==> config.mk <==
export PLATFORM = sky130hd
export DESIGN_NAME = instruction_fetch_unit
export DESIGN_NICKNAME = d
export VERILOG_FILES = /design/src/rtl/instruction_fetch_unit.sv
export SDC_FILE = /design/constraint.sdc
export NUM_CORES = 1
export LEC_CHECK = 0
export BUFFER_PORTS_ARGS = -buffer_cell sky130_fd_sc_hd__buf_4
export CAP_MARGIN = 20
export CORE_MARGIN = 3
export CORE_UTILIZATION = 50
export DETAILED_ROUTE_END_ITERATION = 8
export GPL_TIMING_DRIVEN = 0
export PLACE_DENSITY = 0.73
export SKIP_CTS_REPAIR_TIMING = 1
export SLEW_MARGIN = 20
export SYNTH_ARGS = -nofsm -noshare
export SYNTH_HDL_FRONTEND = slang
export SYNTH_SLANG_ARGS = --single-unit
==> constraint.sdc <==
create_clock -name clk -period 8.1 [get_ports clk]
set_clock_uncertainty 0.05 [all_clocks]
set_input_delay 2.025 -clock clk [delete_from_list [all_inputs] [get_ports clk]]
set_output_delay 2.025 -clock clk [all_outputs]
set_load 0.05 [all_outputs]
==> src/rtl/instruction_fetch_unit.sv <==
// ---------------------------------------------------------------------------
// instruction_fetch_unit
//
// Owns the program counter and sequences a combinational-read instruction
// memory. Each fetched word is captured together with its PC into a small
// FIFO fetch buffer. Decode drains the buffer through a valid/ready handshake.
// Execute can redirect the PC. A redirect flushes every wrong-path entry.
// A misaligned redirect target parks the unit in a sticky ERROR state, which
// only reset clears.
//
// Ports
//   clk              rising-edge clock
//   reset_n          asynchronous, active-low reset
//   fetch_enable     1 = fetching permitted, 0 = hold PC and push nothing
//   Inst_Address     byte address to instruction memory (always the PC)
//   Instruction      word returned by memory for Inst_Address, same cycle
//   redirect_valid   single-cycle pulse: load redirect_pc
//   redirect_pc      redirect target
//   out_valid        buffer head valid
//   out_ready        decode accepts the head this cycle
//   out_instruction  head instruction (holds last shown value when empty)
//   out_pc           PC of head instruction (holds last shown value when empty)
//   fetch_error      sticky flag: a misaligned redirect was seen
// ---------------------------------------------------------------------------
module instruction_fetch_unit #(
   parameter logic [63:0] RESET_PC  = 64'h0,
   parameter int          BUF_DEPTH = 2
) (
   input  logic        clk,
   input  logic        reset_n,
   input  logic        fetch_enable,
   output logic [63:0] Inst_Address,
   input  logic [31:0] Instruction,
   input  logic        redirect_valid,
   input  logic [63:0] redirect_pc,
   output logic        out_valid,
   input  logic        out_ready,
   output logic [31:0] out_instruction,
   output logic [63:0] out_pc,
   output logic        fetch_error
);

   localparam int PTR_W = (BUF_DEPTH > 1) ? $clog2(BUF_DEPTH) : 1;
   localparam int CNT_W = PTR_W + 1;

   typedef enum logic [1:0] {
      IDLE  = 2'd0,
      FETCH = 2'd1,
      ERROR = 2'd2
   } state_t;

   state_t             state_reg, state_next;
   logic [63:0]        pc_reg, pc_next;
   logic [PTR_W-1:0]   rd_ptr_reg, rd_ptr_next;
   logic [PTR_W-1:0]   wr_ptr_reg, wr_ptr_next;
   logic [CNT_W-1:0]   count_reg, count_next;

   // Fetch buffer storage. No reset is needed because count_reg alone decides
   // which entries are meaningful.
   logic [63:0]        buf_pc    [BUF_DEPTH];
   logic [31:0]        buf_instr [BUF_DEPTH];

   // Last head shown on out_*. When the buffer drains, the outputs keep
   // showing it.
   logic [63:0]        last_pc_reg;
   logic [31:0]        last_instr_reg;

   logic               redirect_ok;
   logic               redirect_bad;
   logic               buf_empty;
   logic               buf_full;
   logic               fetching;
   logic               pop;
   logic               push;

   // ------------------------------------------------------------------
   // Handshake and redirect decode
   // ------------------------------------------------------------------
   always_comb begin
      redirect_ok  = redirect_valid && (redirect_pc[1:0] == 2'b00) && (state_reg != ERROR);
      redirect_bad = redirect_valid && (redirect_pc[1:0] != 2'b00) && (state_reg != ERROR);
      buf_empty    = (count_reg == '0);
      buf_full     = (count_reg == CNT_W'(BUF_DEPTH));
      // A redirect wins over the handshake. In that case the head is not consumed.
      pop          = !buf_empty && out_ready && !redirect_valid;
      // When the buffer is full, a same-cycle pop frees the slot being written.
      push         = fetching && !redirect_valid && (!buf_full || pop);
   end

   // ------------------------------------------------------------------
   // FSM: state register
   // ------------------------------------------------------------------
   always_ff @(posedge clk or negedge reset_n) begin
      if (!reset_n) begin
         state_reg <= IDLE;
      end else begin
         state_reg <= state_next;
      end
   end

   // ------------------------------------------------------------------
   // FSM: next-state logic
   // ------------------------------------------------------------------
   always_comb begin
      state_next = state_reg;
      case (state_reg)
         IDLE:    if (fetch_enable)  state_next = FETCH;
         FETCH:   if (!fetch_enable) state_next = IDLE;
         ERROR:   state_next = ERROR;
         default: state_next = IDLE;
      endcase
      if (redirect_bad) begin
         state_next = ERROR;
      end
   end

   // ------------------------------------------------------------------
   // FSM: outputs
   // ------------------------------------------------------------------
   always_comb begin
      // fetch_enable gates the push in the same cycle it drops. This way
      // "hold PC" takes effect without waiting for the state change.
      fetching    = (state_reg == FETCH) && fetch_enable;
      fetch_error = (state_reg == ERROR);
   end

   // ------------------------------------------------------------------
   // PC and buffer pointer next-state
   // ------------------------------------------------------------------
   always_comb begin
      pc_next     = pc_reg;
      rd_ptr_next = rd_ptr_reg;
      wr_ptr_next = wr_ptr_reg;
      count_next  = count_reg;
      if (redirect_ok || redirect_bad) begin
         // Both flavours flush. Only an aligned target moves the PC.
         rd_ptr_next = '0;
         wr_ptr_next = '0;
         count_next  = '0;
         if (redirect_ok) begin
            pc_next = redirect_pc;
         end
      end else begin
         if (push) begin
            wr_ptr_next = wr_ptr_reg + PTR_W'(1);
            pc_next     = pc_reg + 64'd4;   // natural 64-bit wrap
         end
         if (pop) begin
            rd_ptr_next = rd_ptr_reg + PTR_W'(1);
         end
         case ({push, pop})
            2'b10:   count_next = count_reg + CNT_W'(1);
            2'b01:   count_next = count_reg - CNT_W'(1);
            default: count_next = count_reg;
         endcase
      end
   end

   always_ff @(posedge clk or negedge reset_n) begin
      if (!reset_n) begin
         pc_reg     <= RESET_PC;
         rd_ptr_reg <= '0;
         wr_ptr_reg <= '0;
         count_reg  <= '0;
      end else begin
         pc_reg     <= pc_next;
         rd_ptr_reg <= rd_ptr_next;
         wr_ptr_reg <= wr_ptr_next;
         count_reg  <= count_next;
      end
   end

   // ------------------------------------------------------------------
   // Buffer storage and last-shown head
   // ------------------------------------------------------------------
   always_ff @(posedge clk) begin
      if (push) begin
         buf_pc[wr_ptr_reg]    <= pc_reg;
         buf_instr[wr_ptr_reg] <= Instruction;
      end
   end

   always_ff @(posedge clk or negedge reset_n) begin
      if (!reset_n) begin
         last_pc_reg    <= '0;
         last_instr_reg <= '0;
      end else if (!buf_empty) begin
         last_pc_reg    <= buf_pc[rd_ptr_reg];
         last_instr_reg <= buf_instr[rd_ptr_reg];
      end
   end

   assign Inst_Address    = pc_reg;
   assign out_valid       = !buf_empty;
   assign out_pc          = buf_empty ? last_pc_reg    : buf_pc[rd_ptr_reg];
   assign out_instruction = buf_empty ? last_instr_reg : buf_instr[rd_ptr_reg];

endmodule

# --- After elaboration in Yosys (flattened, before gate mapping) ---
# Memories as Yosys holds them, arrays and structs flattened.
# Index checks and enable logic that the tools add are counted.
classes:
  addsub: 5
  eq_ne: 9
  mux: 17
  n_reduce_logical: 23
ops:
  columns: ["cell", "count"]
  rows:
  - ["$mux W64", 4]
  - ["$add A64 B3 Y64 const B", 1]
  - ["$mux W32", 1]
  - ["$logic_and A1 B1 Y1", 9]
  - ["$mux W2", 4]
  - ["$eq A2 B2 Y1 const B", 3]
  - ["$logic_not A2 Y1", 3]
  - ["$mux W1", 6]
  - ["$ne A3 B3 Y1 const B", 2]
  - ["$pmux W2 S3", 1]
  - ["$reduce_bool A2 Y1", 3]
  - ["$eq A2 B1 Y1 const B", 2]
  - ["$ne A2 B2 Y1 const B", 2]
  - ["$pmux W2 S2", 1]
  - ["$reduce_and A2 Y1", 2]
  - ["$logic_not A1 Y1", 3]
  - ["$reduce_bool A3 Y1", 1]
  - ["$add A1 B1 Y1 const B", 2]
  - ["$add A2 B1 Y2 const B", 1]
  - ["$logic_or A1 B1 Y1", 2]
  - ["$sub A2 B1 Y2 const B", 1]
totals:
  register_bits: 166
  ramBits: 192
  output_inout_bits: 162
  word_cells: 63
  mem_count: 2
mem_list:
  columns: ["memory", "words", "width", "rd", "rd_ports_with_merged_regs", "write_ports", "line_no", "rtl"]
  rows:
  - ["buf_pc", 2, 64, 1, 0, 1, "60", "logic [63:0] buf_pc [BUF_DEPTH];"]
  - ["buf_instr", 2, 32, 1, 0, 1, "61", "logic [31:0] buf_instr [BUF_DEPTH];"]

# --- Logic depth before layout (Yosys ltp) ---
logic_depth:
  word_depth: 9
  ltp_mapped: 9
  depth_no_buf: 7

# --- Worst setup path after synthesis ---
# OpenSTA, ideal clock, no wires.
synth_path:
  kind: "in2reg"
  start: "input fetch_enable"
  end: "memory buf_instr[0][0] (enable)"
  t_arrival_ps: 6894
  t_required_ps: 7499
  setup_slack_ps: 604
  cell_stages: 5
  cell_sequence: "nor4bb_1 -> and2_1 -> buf_2 -> inv_1 -> nor2_1"
synth_between:
  elab_chain_cells: 5
synth_lines:
  columns: ["element", "line_no", "rtl"]
  rows:
  - ["from (decl)", "31", "input logic fetch_enable,"]
  - ["$logic_and A1 B1 Y1", "123", "fetching = (state_reg == FETCH) && fetch_enable;"]
  - ["$logic_and A1 B1 Y1 (2 in a row)", "87", "push = fetching && !redirect_valid && (!buf_full || pop);"]
  - ["$mux W1", "177", "if (push) begin"]
  - ["$mux W1 (implied by the code)", "179", "buf_instr[wr_ptr_reg] <= Instruction;"]
  - ["to (decl)", "61", null]
# No other way between the ends.

# --- Worst setup path after layout ---
layout_path:
  start: "register rd_ptr_reg"
  end: "output out_instruction[13]"
layout_between:
  elab_chain_cells: 2
layout_lines:
  columns: ["element", "line_no", "rtl"]
  rows:
  - ["from (decl)", "54", "logic [PTR_W-1:0] rd_ptr_reg, rd_ptr_next;"]
  - ["from (signal assigned)", "167", "rd_ptr_reg <= rd_ptr_next;"]
  - ["$mem_v2 Z2 W32", null, null]
  - ["$mux W32", "196", "assign out_instruction = buf_empty ? last_instr_reg : buf_instr[rd_ptr_reg];"]
  - ["to (decl)", "38", "output logic [31:0] out_instruction,"]
# No other way between the ends.

==> reports/metrics.yaml <==
outcome:
  status: "completed"
timing:
  finalCriticalPeriod_ns: 5.43
  setup_violations: 0
  timing.final.crit_share_pct: 67.0
  final.setup.worst_slack_ns: 2.67
  max_slew_margin_pct: 31.1
  drv_slew: 0
  hold_viol_final: 0
  worst_slew_pin_slew_ns: 1.02
  rsz0062_at_grt: "no"
  fmax_ghz: 0.184
clocking:
  htreeDepth: 2
  cts_root_buf: "clkbuf_16"
  cts_tree: "built"
  cts_max_path_buffers: 3
  clkSinkCount: 358
  clk_pin_slew_worst_paths_ns: 0.06
  worstSkewPairLatency_ns: 0.53
  cts_buffers: 38
worst_setup_path:
  cp_common_cell: "buf_1"
  path_cells: "clkbuf_1 -> buf_1 -> buf_1 -> mux2i_1 -> a21oi_1 -> buf_4"
  cp-start-kind: "flip-flop"
  worst_setup_path_end_kind: "output port"
  worst-path-max-fanout: 10
  crit_family: "buffers and inverters"
  crit_type: "reg -> out"
  arrival_ns: 3.35
  cp_slowest_cell: "buf_1"
  crit_buf_inv: 4
  crit_required_ns: 6.03
  slowest_delay_ns: 0.71
final_layout:
  drive_gt1_share_pct: 23.0
  largest_register: "buf_pc"
  layout_commonest_cell: "buf_4"
  largest_reg_flops: 128
  area_growth_pct: 26.1
  nNetsFinal: 1620
  final_cell_mix: "buf_4 (261), edfxtp_1 (192), dfrtp_1 (166), nor2_1 (145), a21oi_1 (131)"
  post-route-cell-area_mm2: 0.0188
synthesis:
  synthFlopType: "edfxtp_1"
  synthArstFlopShare_pct: 46.4
  synthDistinctLibCells: 58
  synth_top_area_cell: "edfxtp_1"
  syn_avg_cell_area_um2: 12.3
  synth_nets: 1310
  netlist_area_mm2: 0.0149
  synth_cells: 1207
  netlist.area_leader.share_pct: 38.8
  synth_seq_area_share_pct: 66.7
  synth_warnings: 0
  synth_area_leaders: "edfxtp_1 (39%), dfrtp_1 (28%), mux2i_1 (6.7%), a21oi_1 (4.4%), nor2_1 (3.7%)"
  synth-seq-cells: 358
  synth_edf_count: 192
power_and_ir_drop:
  seq_power_share_pct: 33.6
  power.internal_mw: 3.94
  irDropWorstVdd_mv: 0.246
  pwr-share-clk_pct: 25.1
  power_density_mw_per_mm2: 361
  comb_power_share_pct: 41.3
  p_leak_nw: 7.39
  p_sw_share_pct: 41.7
  p_sw_mw: 2.82
global_routing:
  overflow: 0
  grt_max_degree: 61
  grtUsageTotal_pct: 28.1
  grt_pass1_wl_um: 67900
  grt_pass1_vias: 11400
  antenna_found_initial: 1
detailed_routing:
  postRouteAntennaNets: 0
  drt_iter0_markers: 1161
  drt-pass1-iter-count: 5
  viasPerCell: 5.99
  wl_per_cell_um: 23.3
  drc_errors: 0
  vias: 11600
  wirelength_um: 45000
die:
  die_width_um: 178
  core_mm2: 0.0290
  start_util_pct: 51.3
  die_height_um: 178
  fp.dieArea_mm2: 0.0319
  io_pins: 263
  rows: 62
placement:
  place_ws_ns: 3.02
  portBuffers: 262
  post-dp-hpwl_um: 31200
  post_dp_cell_area_mm2: 0.0175
  gp_congestion: 0.939
run:
  max_cap_viol_count: 0
min_path:
  min_path_type: "reg -> reg"
path summary, 6_finish.rpt:
kind | from | end | slack (ns) | cells past startpoint
setup / recovery | rd_ptr_reg | out_instruction[13] | 2.67 | 6
max in group asynchronous | reset_n | last_instr_reg[4] | 5.61 | 3
hold / removal | Inst_Address[1] | buf_pc[0][1] | 0.45 | 0
setup reg to reg | state_reg[1] | buf_instr[0][24] | 4.74 | 8
min in group asynchronous | reset_n | last_pc_reg[19] | 1.37 | 1
hold reg to reg | Inst_Address[1] | buf_pc[0][1] | 0.45 | 0
through the flow:
step	util, %	total power [mW]	hold WS [ns]	std cells	setup TNS (ns)
after floorplan	-	4.20	0.452	1207	0
after global placement	59.7	5.07	0.436	1853	-268.90
after detailed placement	60.4	5.11	0.443	1861	0
after CTS	64.6	6.82	0.463	1931	0
after global routing	64.6	7.05	0.474	1932	0
final	64.6	6.76	0.454	1932	0
logic make-up after synthesis:
kind of cell               Yosys count  synth area share (%)
AOI/OAI and AO/OA                  252                  10.4
xor gates and xnor gates             3                 0.177
adders and majority gates            2                 0.168
buffers and inverters               83                  2.22
DFF                                358                  66.7
muxes                               99                  6.66
and+or+nand+nor                    410                  13.7
cell type report:
type / instances / area (µm²)
inverter: 13 / 48.8
fill: 2243 / 10300
tap: 384 / 480
timing repair buffer: 270 / 2160
clock buffer: 54 / 1090
sequential: 358 / 9920
clock inverter: 16 / 129
multi-input combinational: 766 / 4640
buffer: 70 / 282
antenna: 1 / 2.50
worst reg2reg max path, delay by kind of cell, from the launching register on:
| kind | cells | cell delay (ns) |
|---|---|---|
| DFF | 1 | 0.39 |
| and+or+nand+nor | 3 | 1.36 |
| buffers and inverters | 5 | 1.24 |
routing by layer:
layer | global-route usage [%] | vias to the layer above | part of all wire, %
met5 | 0 | - | 0
met3 | 5.04 | 111 | 8.3
met4 | 10.8 | 0 | 3.9
met2 | 44.4 | 582 | 47
li1 | - | 5180 | -
met1 | 39.0 | 5705 | 41
power by group through the flow:
stage / Sequential, mW / Clock (mW) / Combinational (mW)
floorplan: 2.32 / 0 / 1.87
global placement: 2.30 / 0 / 2.78
detailed placement: 2.31 / 0 / 2.81
CTS: 2.27 / 1.72 / 2.82
global route: 2.30 / 1.80 / 2.95
finish: 2.27 / 1.70 / 2.80
synth_stat cells (7+ instances only):
library cell    n
a21oi_1       131
a22oi_1         9
a2bb2oi_1      12
a311oi_1        7
a31oi_1         8
and2_1          9
and3_1         17
and4_1          7
buf_1           8
buf_2          15
clkbuf_1       47
dfrtp_1       166
edfxtp_1      192
inv_1          13
mux2i_1        99
nand2_1        65
nand3_1        41
nand4_1        41
nor2_1        146
nor3_1         26
nor4_1         22
o21ai_0        25
o22ai_1        18
or3_1          13
No activity file was read; power rests on OpenSTA's default activity.
